<file path="config.mk">
export PLATFORM = sky130hd
export DESIGN_NAME = stream_deserializer
export DESIGN_NICKNAME = d
export VERILOG_FILES = /design/src/rtl/stream_deserializer.sv
export SDC_FILE = /design/constraint.sdc
export NUM_CORES = 1
export LEC_CHECK = 0
export CAP_MARGIN = 10
export CORE_UTILIZATION = 45
export DETAILED_ROUTE_END_ITERATION = 7
export HOLD_SLACK_MARGIN = 0.1
export PLACE_DENSITY = 0.68
export SETUP_SLACK_MARGIN = 0.1
export SLEW_MARGIN = 5
export SYNTH_ARGS = -nofsm -noshare
export SYNTH_HDL_FRONTEND = slang
export SYNTH_SLANG_ARGS = --single-unit
</file>
<file path="constraint.sdc">
create_clock -name clk -period 4.7 [get_ports clk]
set_input_delay 0.94 -clock clk [delete_from_list [all_inputs] [get_ports clk]]
set_output_delay 0.94 -clock clk [all_outputs]
set_load 0.05 [all_outputs]
</file>
<file path="src/rtl/stream_deserializer.sv">
// stream_deserializer: regroups a valid-qualified byte stream into 8-byte frames,
// presented on eight parallel byte ports and held until acknowledged.
//
//   state   | meaning
//   --------+---------------------------------------------------------------
//   COLLECT | filling the shadow frame; din_rdy=1; the idle timeout is armed
//           | while a partial frame is held
//   PENDING | complete frame parked in shadow, output still occupied;
//           | incoming bytes are dropped (overflow)
module stream_deserializer #(
   parameter int TIMEOUT = 16
) (
   input  logic       clk,
   input  logic       rst_n,
   input  logic [7:0] din,
   input  logic       din_en,
   input  logic       frame_ack,
   output logic [7:0] b_0,
   output logic [7:0] b_1,
   output logic [7:0] b_2,
   output logic [7:0] b_3,
   output logic [7:0] b_4,
   output logic [7:0] b_5,
   output logic [7:0] b_6,
   output logic [7:0] b_7,
   output logic       frame_valid,
   output logic       din_rdy,
   output logic       frag_err,
   output logic       overflow,
   output logic [7:0] frame_cnt
);

   localparam int IW = (TIMEOUT < 2) ? 1 : $clog2(TIMEOUT + 1);
   // Count value on which the next idle cycle completes the timeout.
   localparam logic [IW-1:0] TO_LAST = (TIMEOUT > 0) ? IW'(TIMEOUT - 1) : '0;

   typedef enum logic {COLLECT = 1'b0, PENDING = 1'b1} state_t;

   state_t        state;
   logic [7:0]    shadow [8];
   logic [2:0]    wr_cnt;
   logic [IW-1:0] idle_cnt;
   logic          out_free;

   // The output register can take a new frame if empty or being released now.
   assign out_free = !frame_valid || frame_ack;
   assign din_rdy  = (state == COLLECT);

   // Collection FSM, shadow buffer, output frame register and status flags.
   always_ff @(posedge clk) begin
      if (!rst_n) begin
         state       <= COLLECT;
         wr_cnt      <= '0;
         idle_cnt    <= '0;
         for (int i = 0; i < 8; i++) shadow[i] <= '0;
         b_0         <= '0;
         b_1         <= '0;
         b_2         <= '0;
         b_3         <= '0;
         b_4         <= '0;
         b_5         <= '0;
         b_6         <= '0;
         b_7         <= '0;
         frame_valid <= 1'b0;
         frag_err    <= 1'b0;
         overflow    <= 1'b0;
         frame_cnt   <= '0;
      end else begin
         frag_err <= 1'b0;
         case (state)
            COLLECT: begin
               if (din_en) begin
                  idle_cnt <= '0;
                  // 3-bit counter wraps 7 -> 0 at the end of every frame
                  wr_cnt   <= wr_cnt + 3'd1;
                  if (wr_cnt == 3'd7) begin
                     if (out_free) begin
                        // 8th byte bypasses the shadow straight into b_7
                        b_0         <= shadow[0];
                        b_1         <= shadow[1];
                        b_2         <= shadow[2];
                        b_3         <= shadow[3];
                        b_4         <= shadow[4];
                        b_5         <= shadow[5];
                        b_6         <= shadow[6];
                        b_7         <= din;
                        frame_valid <= 1'b1;
                        frame_cnt   <= frame_cnt + 8'd1;
                     end else begin
                        shadow[7] <= din;
                        state     <= PENDING;
                     end
                  end else begin
                     shadow[wr_cnt] <= din;
                     if (frame_ack) frame_valid <= 1'b0;
                  end
               end else begin
                  if (frame_ack) frame_valid <= 1'b0;
                  if (TIMEOUT > 0 && wr_cnt != 3'd0) begin
                     if (idle_cnt == TO_LAST) begin
                        wr_cnt   <= '0;
                        idle_cnt <= '0;
                        frag_err <= 1'b1;
                     end else begin
                        idle_cnt <= idle_cnt + IW'(1);
                     end
                  end else begin
                     idle_cnt <= '0;
                  end
               end
            end
            PENDING: begin
               idle_cnt <= '0;
               if (din_en) overflow <= 1'b1;
               // frame_valid is necessarily 1 here, so the ack always reloads
               if (frame_ack) begin
                  b_0       <= shadow[0];
                  b_1       <= shadow[1];
                  b_2       <= shadow[2];
                  b_3       <= shadow[3];
                  b_4       <= shadow[4];
                  b_5       <= shadow[5];
                  b_6       <= shadow[6];
                  b_7       <= shadow[7];
                  frame_cnt <= frame_cnt + 8'd1;
                  state     <= COLLECT;
               end
            end
            default: state <= COLLECT;
         endcase
      end
   end

endmodule

</file>
Word-level counts from Yosys, hierarchy flattened --
Memory sizes are Yosys's and may differ from the RTL's. Cells that the tools add are included.
Word-level totals: logic and storage cells 116, RAM bits 64, output and inout port bits 76, input bits 12, bits in registers 84, memories 1
Memories:
- shadow | words 8, bits a word 8, rd ports 8, clocked after memory_dff 0, wr ports 8, RTL line 40 | logic [7:0] shadow [8];
Cells by class: equality and inequality tests 7, bitwise gates (word level) 4, add/subtract/negate cells 3, reduce and logical (&&, ||, !) cells 11, muxes and demuxes 75
Operator list (number):
- $mux 8 | 38
- $pmux 8 s2 | 9
- $mux 1 | 19
- $mux 5 | 3
- $mux 3 | 4
- $pmux 5 s2 | 1
- $add 8x1->8 const B | 1
- $reduce_or 8->1 | 1
- $add 5x1->5 const B | 1
- $eq 5x4->1 const B | 1
- $ne 2x1->1 const B | 2
- $ne 2x2->1 const B | 2
- $reduce_and 2->1 | 2
- $reduce_and 4->1 | 1
- $reduce_bool 2->1 | 2
- $reduce_or 4->1 | 1
- $add 3x1->3 const B | 1
- $eq 3x3->1 const B | 1
- $ne 3x3->1 const B | 1
- $not 1->1 | 3
- $reduce_and 3->1 | 1
- $reduce_bool 3->1 | 1
- $pmux 1 s2 | 1
- $logic_not 1->1 | 1
- other kinds (2) | 2

Longest topological paths before layout --
Gate-level depths: netlist of run 1.
depth in word-level cells 9, depth in mapped cells 7

Worst setup path after synthesis of run 1 --
No wires, ideal clock.
path kind input to register, from in din_en, to mem shadow[4][0], enable pin, required time 4.366 ns, stages on the path 5, path slack 2.325 ns, buffers on the path 2, arrival 2.041 ns, setup time 0.334 ns, path through buf_4 -> nor4bb_1 -> and4_1 -> clkbuf_1 -> nand2b_1
RTL lines:
- from (decl) | RTL line 16 | input logic din_en,
- to (decl) | RTL line 40

==> flow_metrics.py, run 1 <==
metrics = {
    "layout": {
        "drive_above_1_share_pct": 8.52,
        "area_delta_synth_final_pct": 26.5,
        "fin_area_um2": 7550,
        "utilization_pct": 59.1,
        "nNetsFinal": 639,
        "diodes": 0,
    },
    "drt": {
        "routedWlPerCell_um": 17.3,
        "vias_per_cell": 5.56,
        "detail-route-antenna-nets": 0,
        "drc": 0,
        "wl_um": 14000,
        "dr.first_iter.drc_count": 413,
        "vias": 4479,
        "dr.pass1.iters": 5,
    },
    "synthesis": {
        "synth-compound-area-share_pct": 14.8,
        "yosys.area_share.simple_pct": 17.5,
        "synthTopCellsByArea": "edfxtp_1, dfxtp_1, a21oi_1",
        "ys_warn_count": 0,
        "synthXorXnorAreaFrac_pct": 0.293,
        "yosysTopAreaCellShare_pct": 32.2,
        "synth_cells": 554,
        "async_flop_share_pct": 0,
        "synth-edff-count": 64,
        "post-synth-top-area-cell": "edfxtp_1",
        "synth_top_flop_cell": "dfxtp_1",
        "yosysSeqAreaShare_pct": 60.3,
        "synthAdderAreaFrac_pct": 1.26,
        "syn_avg_cell_area_um2": 10.8,
        "synth_nets": 572,
        "synth_mux_area_share_pct": 1.84,
        "yosysUniqueCellTypes": 43,
        "synthesis.area_um2": 5970,
        "ys_ff_latch": 148,
        "synthTopCellsByCount": "dfxtp_1, a21oi_1, edfxtp_1",
        "synth_top_family_by_area": "simple AND/OR/NAND/NOR gates",
        "yosysMostFrequentCell": "dfxtp_1",
    },
    "placed_design": {
        "port_buffers": 87,
        "postPlaceCellArea_um2": 6910,
        "hpwlAfterDp_um": 8660,
        "pre_cts_ws_ns": 1.34,
        "place_congestion": 0.750,
    },
    "die": {
        "design.core.area_um2": 12800,
        "ioPinCount": 88,
        "dieArea_um2": 13700,
        "start_util_pct": 46.8,
        "std_cell_rows": 41,
        "die_height_um": 117,
        "die_w_um": 117,
    },
    "timing": {
        "fmax_mhz": 339,
        "period_minus_slack_ns": 2.95,
        "rsz0062_at_grt": "no",
        "tightest_slew_ns": 1.19,
        "min_period_over_period_pct": 62.7,
        "final.setup.worst_slack_ns": 1.75,
        "drv_slew": 0,
        "hold_viol": 0,
        "setup_viol": 0,
        "slew_headroom_pct": 20.5,
        "fin_setup_tns_ns": 0,
        "fin_skew_ns": 0.00853,
        "hold_ws_ns": 0.461,
    },
    "setup_path": {
        "worstSetupEndpointType": "flop",
        "critPathKind": "in2reg",
        "rrSetupSlack_ns": 2.02,
        "startpoint_type": "primary input",
        "arrival_ns": 3.01,
        "rr_worst_depth": 5,
        "required_ns": 4.77,
        "worstPathMaxFanout": 10,
    },
    "clock_tree": {
        "cts_sinks": 148,
        "clock_insertion_delay_worst_skew_ns": 0.42,
        "cts_tree": "yes",
        "clockBufferDepth": 2,
        "post_cts_buffers": 0,
        "htreeDepth": 4,
        "cts_resized": 0,
        "hold_buffers": 0,
        "path_clk_slew_ns": 0.06,
        "cts-root-buf": "clkbuf_16",
        "cts_buffers": 17,
    },
    "status": {
        "status": "finished clean",
    },
    "pwr": {
        "vdd_drop_max_mv": 0.336,
        "power_leakage_nw": 2.54,
        "p_per_area_nw_per_um2": 383,
    },
    "global_route": {
        "grt-ovfl-total": 0,
        "grt_pass1_wl_um": 22100,
        "grt.total_usage_pct": 21.7,
        "grt_max_degree": 66,
        "grt_antenna_before_repair": 0,
        "grt_pass1_vias": 4214,
    },
    "worst_hold_path": {
        "hold_path_depth": 1,
        "worstHoldPathType": "reg2reg",
    },
    "run": {
        "cap_viol_max_count": 0,
    },
}
-- cells by family after synthesis --
family,after synthesis
AOI/OAI and AO/OA,162
xor gates and xnor gates,2
adders and majority gates,6
buffers and inverters,53
DFF,148
muxes,11
and+or+nand+nor,172
-- worst paths after layout --
path	start	to
worst min-delay path	idle_cnt[0]	idle_cnt[0]
worst min register to register	idle_cnt[0]	idle_cnt[0]
worst max-delay path	din_en	shadow[1][0]
worst max register to register	wr_cnt[0]	shadow[1][0]
-- sequential cells by signal, summed over array words and instances, names as in the netlist --
register,flops
idle_cnt,5
wr_cnt,3
b_3,8
b_7,8
overflow,1
b_0,8
b_1,8
shadow,64
frame_cnt,8
frame_valid,1
b_5,8
state,1
b_4,8
b_6,8
frag_err,1
b_2,8
-- cells in the final DEF (no fill, tap or decap), drive strengths merged, types with 9 or more instances in the layout --
master,instances
and2,56
clkbuf,22
nand3,63
mux2i,11
clkdlybuf4s50,87
dfxtp,84
edfxtp,64
a21oi,75
inv,11
o21ai,61
nand2b,11
nor2,9
-- critical path, cell delays in order --
cell and delay, ns:
clkdlybuf4s50_1 0.78, nand4bb_4 0.24, nor4_2 0.57, nand2b_1 0.48
-- routing by layer --
layer | track usage, % | vias up | wire, um
li1 | - | 2131 | -
met4 | 7.00 | 0 | 110
met2 | 34.2 | 126 | 6800
met3 | 5.36 | 11 | 618
met5 | 0 | - | 0
met1 | 29.4 | 2211 | 6420
-- power by group --
part	internal, mW	switching [mW]	total [mW]
clock	0.905	0.531	1.44
sequential	1.37	0.0115	1.38
combinational	0.0230	0.0569	0.0799
total	2.30	0.600	2.90
-- cell type report --
type                       count  area (um^2)
timing repair buffer          93          916
sequential                   148         3600
clock inverter                10          111
inverter                       8         30.0
multi-input combinational    353         2150
tap                          172          215
clock buffer                  22          528
fill                        1048         5220
-- stage by stage --
step / std cells / power (mW)
5_1_grt: 806 / 2.98
6_report: 806 / 2.90
3_5_place_dp: 774 / 1.49
3_3_place_gp: 774 / 1.48
2_1_floorplan: 554 / 1.45
4_1_cts: 806 / 2.91
Power figures use the tool's default switching activity.
==> inputs of run 2 (changes only) <==
Clock period 4.7 ns to 3 ns, I/O delays scaled along.
==> run 2 against run 1 <==
Effect of this change: final cell count is 1.2% higher; core utilization is 0.059 points higher; via count is 0.40% lower; worst setup slack lost 1.4 ns; register-to-register slack worse by 1.6 ns; global-route usage shrank 0.13 points; critical endpoint is now din_rdy; highest routed layer unchanged.
==> flow_metrics.py, run 2 (same netlist as run 1, synthesis figures left out) <==
metrics = {
    "status": {
        "status": "finished clean",
    },
    "worst_hold_path": {
        "worstHoldPathType": "reg2reg",
        "min_to": "idle_cnt[0]",
        "hp-start": "idle_cnt[0]",
        "hold_path_depth": 1,
    },
    "drt": {
        "routedWlPerCell_um": 16.7,
        "drc": 0,
        "dr.first_iter.drc_count": 356,
        "wl_um": 13600,
        "vias_per_cell": 5.47,
        "vias": 4461,
        "dr.pass1.iters": 5,
        "detail-route-antenna-nets": 0,
    },
    "timing": {
        "slew_headroom_pct": 40.8,
        "tightest_slew_ns": 0.888,
        "fin_setup_tns_ns": 0,
        "fmax_mhz": 382,
        "fin_skew_ns": 0.00645,
        "period_minus_slack_ns": 2.62,
        "hold_viol": 0,
        "setup_viol": 0,
        "drv_slew": 0,
        "rsz0062_at_grt": "no",
        "min_period_over_period_pct": 87.2,
        "hold_ws_ns": 0.461,
    },
    "global_route": {
        "grt_max_degree": 43,
        "grt_pass1_wl_um": 21800,
        "grt_antenna_before_repair": 0,
        "grt.total_usage_pct": 21.6,
        "grt_pass1_vias": 4274,
        "grt-ovfl-total": 0,
    },
    "layout": {
        "fillCellCount": 1079,
        "drive_above_1_share_pct": 9.16,
        "nNetsFinal": 649,
        "diodes": 0,
        "layout_common_cells": "clkdlybuf4s50_1, dfxtp_1, a21oi_1",
        "area_delta_synth_final_pct": 26.6,
        "largest_register": "shadow",
        "final_common_cell": "clkdlybuf4s50_1",
        "largest_reg_flops": 64,
    },
    "setup_path": {
        "rr_worst_depth": 5,
        "worstPathMaxFanout": 13,
        "rrSetupSlack_ns": 0.44,
        "rr_endpoint": "shadow[7][0]",
        "r2r_start": "wr_cnt[0]",
        "arrival_ns": 2.02,
        "required_ns": 2.40,
        "cp-startpoint": "state",
        "worstSetupEndpointType": "output port",
        "critPathKind": "reg2out",
        "startpoint_type": "flop",
    },
    "die": {
        "ioPinCount": 88,
        "design.core.area_um2": 12800,
        "dieArea_um2": 13700,
        "std_cell_rows": 41,
        "die_w_um": 117,
        "start_util_pct": 46.8,
        "die_height_um": 117,
    },
    "clock_tree": {
        "cts-root-buf": "clkbuf_16",
        "cts_tree": "yes",
        "clockBufferDepth": 2,
        "cts_buffers": 17,
        "cts_resized": 0,
        "post_cts_buffers": 0,
        "hold_buffers": 0,
        "htreeDepth": 4,
        "clock_insertion_delay_worst_skew_ns": 0.42,
        "cts_sinks": 148,
        "path_clk_slew_ns": 0.06,
    },
    "run": {
        "cap_viol_max_count": 0,
    },
    "placed_design": {
        "port_buffers": 87,
        "hpwlAfterDp_um": 9040,
        "place_congestion": 0.774,
    },
    "pwr": {
        "vdd_drop_max_mv": 0.394,
        "p_per_area_nw_per_um2": 560,
        "power_leakage_nw": 2.56,
    },
}
run 2: where the power goes:
group	internal (mW)	switching, mW	total [mW]
combinational	0.0409	0.0884	0.129
sequential	2.14	0.0179	2.16
clock	1.18	0.758	1.94
total	3.37	0.865	4.23
run 2: layer usage:
layer	vias up	routed length, um	part of all wire (%)	global-route usage [%]
li1	2152	-	-	-
met3	21	644	4.7	4.63
met5	-	0	0	0
met1	2164	6230	46	28.7
met2	124	6470	47	33.1
met4	0	293	2.1	11.2
run 2: critical path: stages, from the launching register on:
cell and delay, ns:
dfxtp_1 0.68, inv_1 0.17, clkdlybuf4s50_1 0.74
run 2: how the worst max path moves through the flow:
stage | to | slack (ns)
CTS | din_rdy | 0.40
global placement | b_2[2] | 0.38
floorplan | shadow[7][0] | 0.77
detailed placement | b_4[1] | 0.32
global route | shadow[7][0] | 0.28
finish | din_rdy | 0.38
run 2: final cells by class:
type                            count  area (um^2)  area share (%)
Multi-Input combinational cell    353         2150            28.4
Tap cell                          172          215            2.85
Sequential cell                   148         3600            47.7
Clock inverter                      4         20.0           0.265
Clock buffer                       28          527            6.97
Timing Repair Buffer              103         1020            13.4
Inverter                            8         30.0           0.397
run 2: stage by stage:
stage | cell area, um^2 | util [%] | setup slack [ns] | total power [mW] | std cells
3_5_place_dp | 7010 | 54.9 | 0.318 | 2.33 | 784
4_1_cts | 7560 | 59.2 | 0.398 | 4.26 | 816
6_report | 7560 | 59.2 | 0.383 | 4.23 | 816
2_1_floorplan | 5970 | - | 0.773 | 2.27 | 554
3_3_place_gp | 7010 | 54.9 | 0.376 | 2.33 | 784
5_1_grt | 7560 | 59.2 | 0.282 | 4.37 | 816
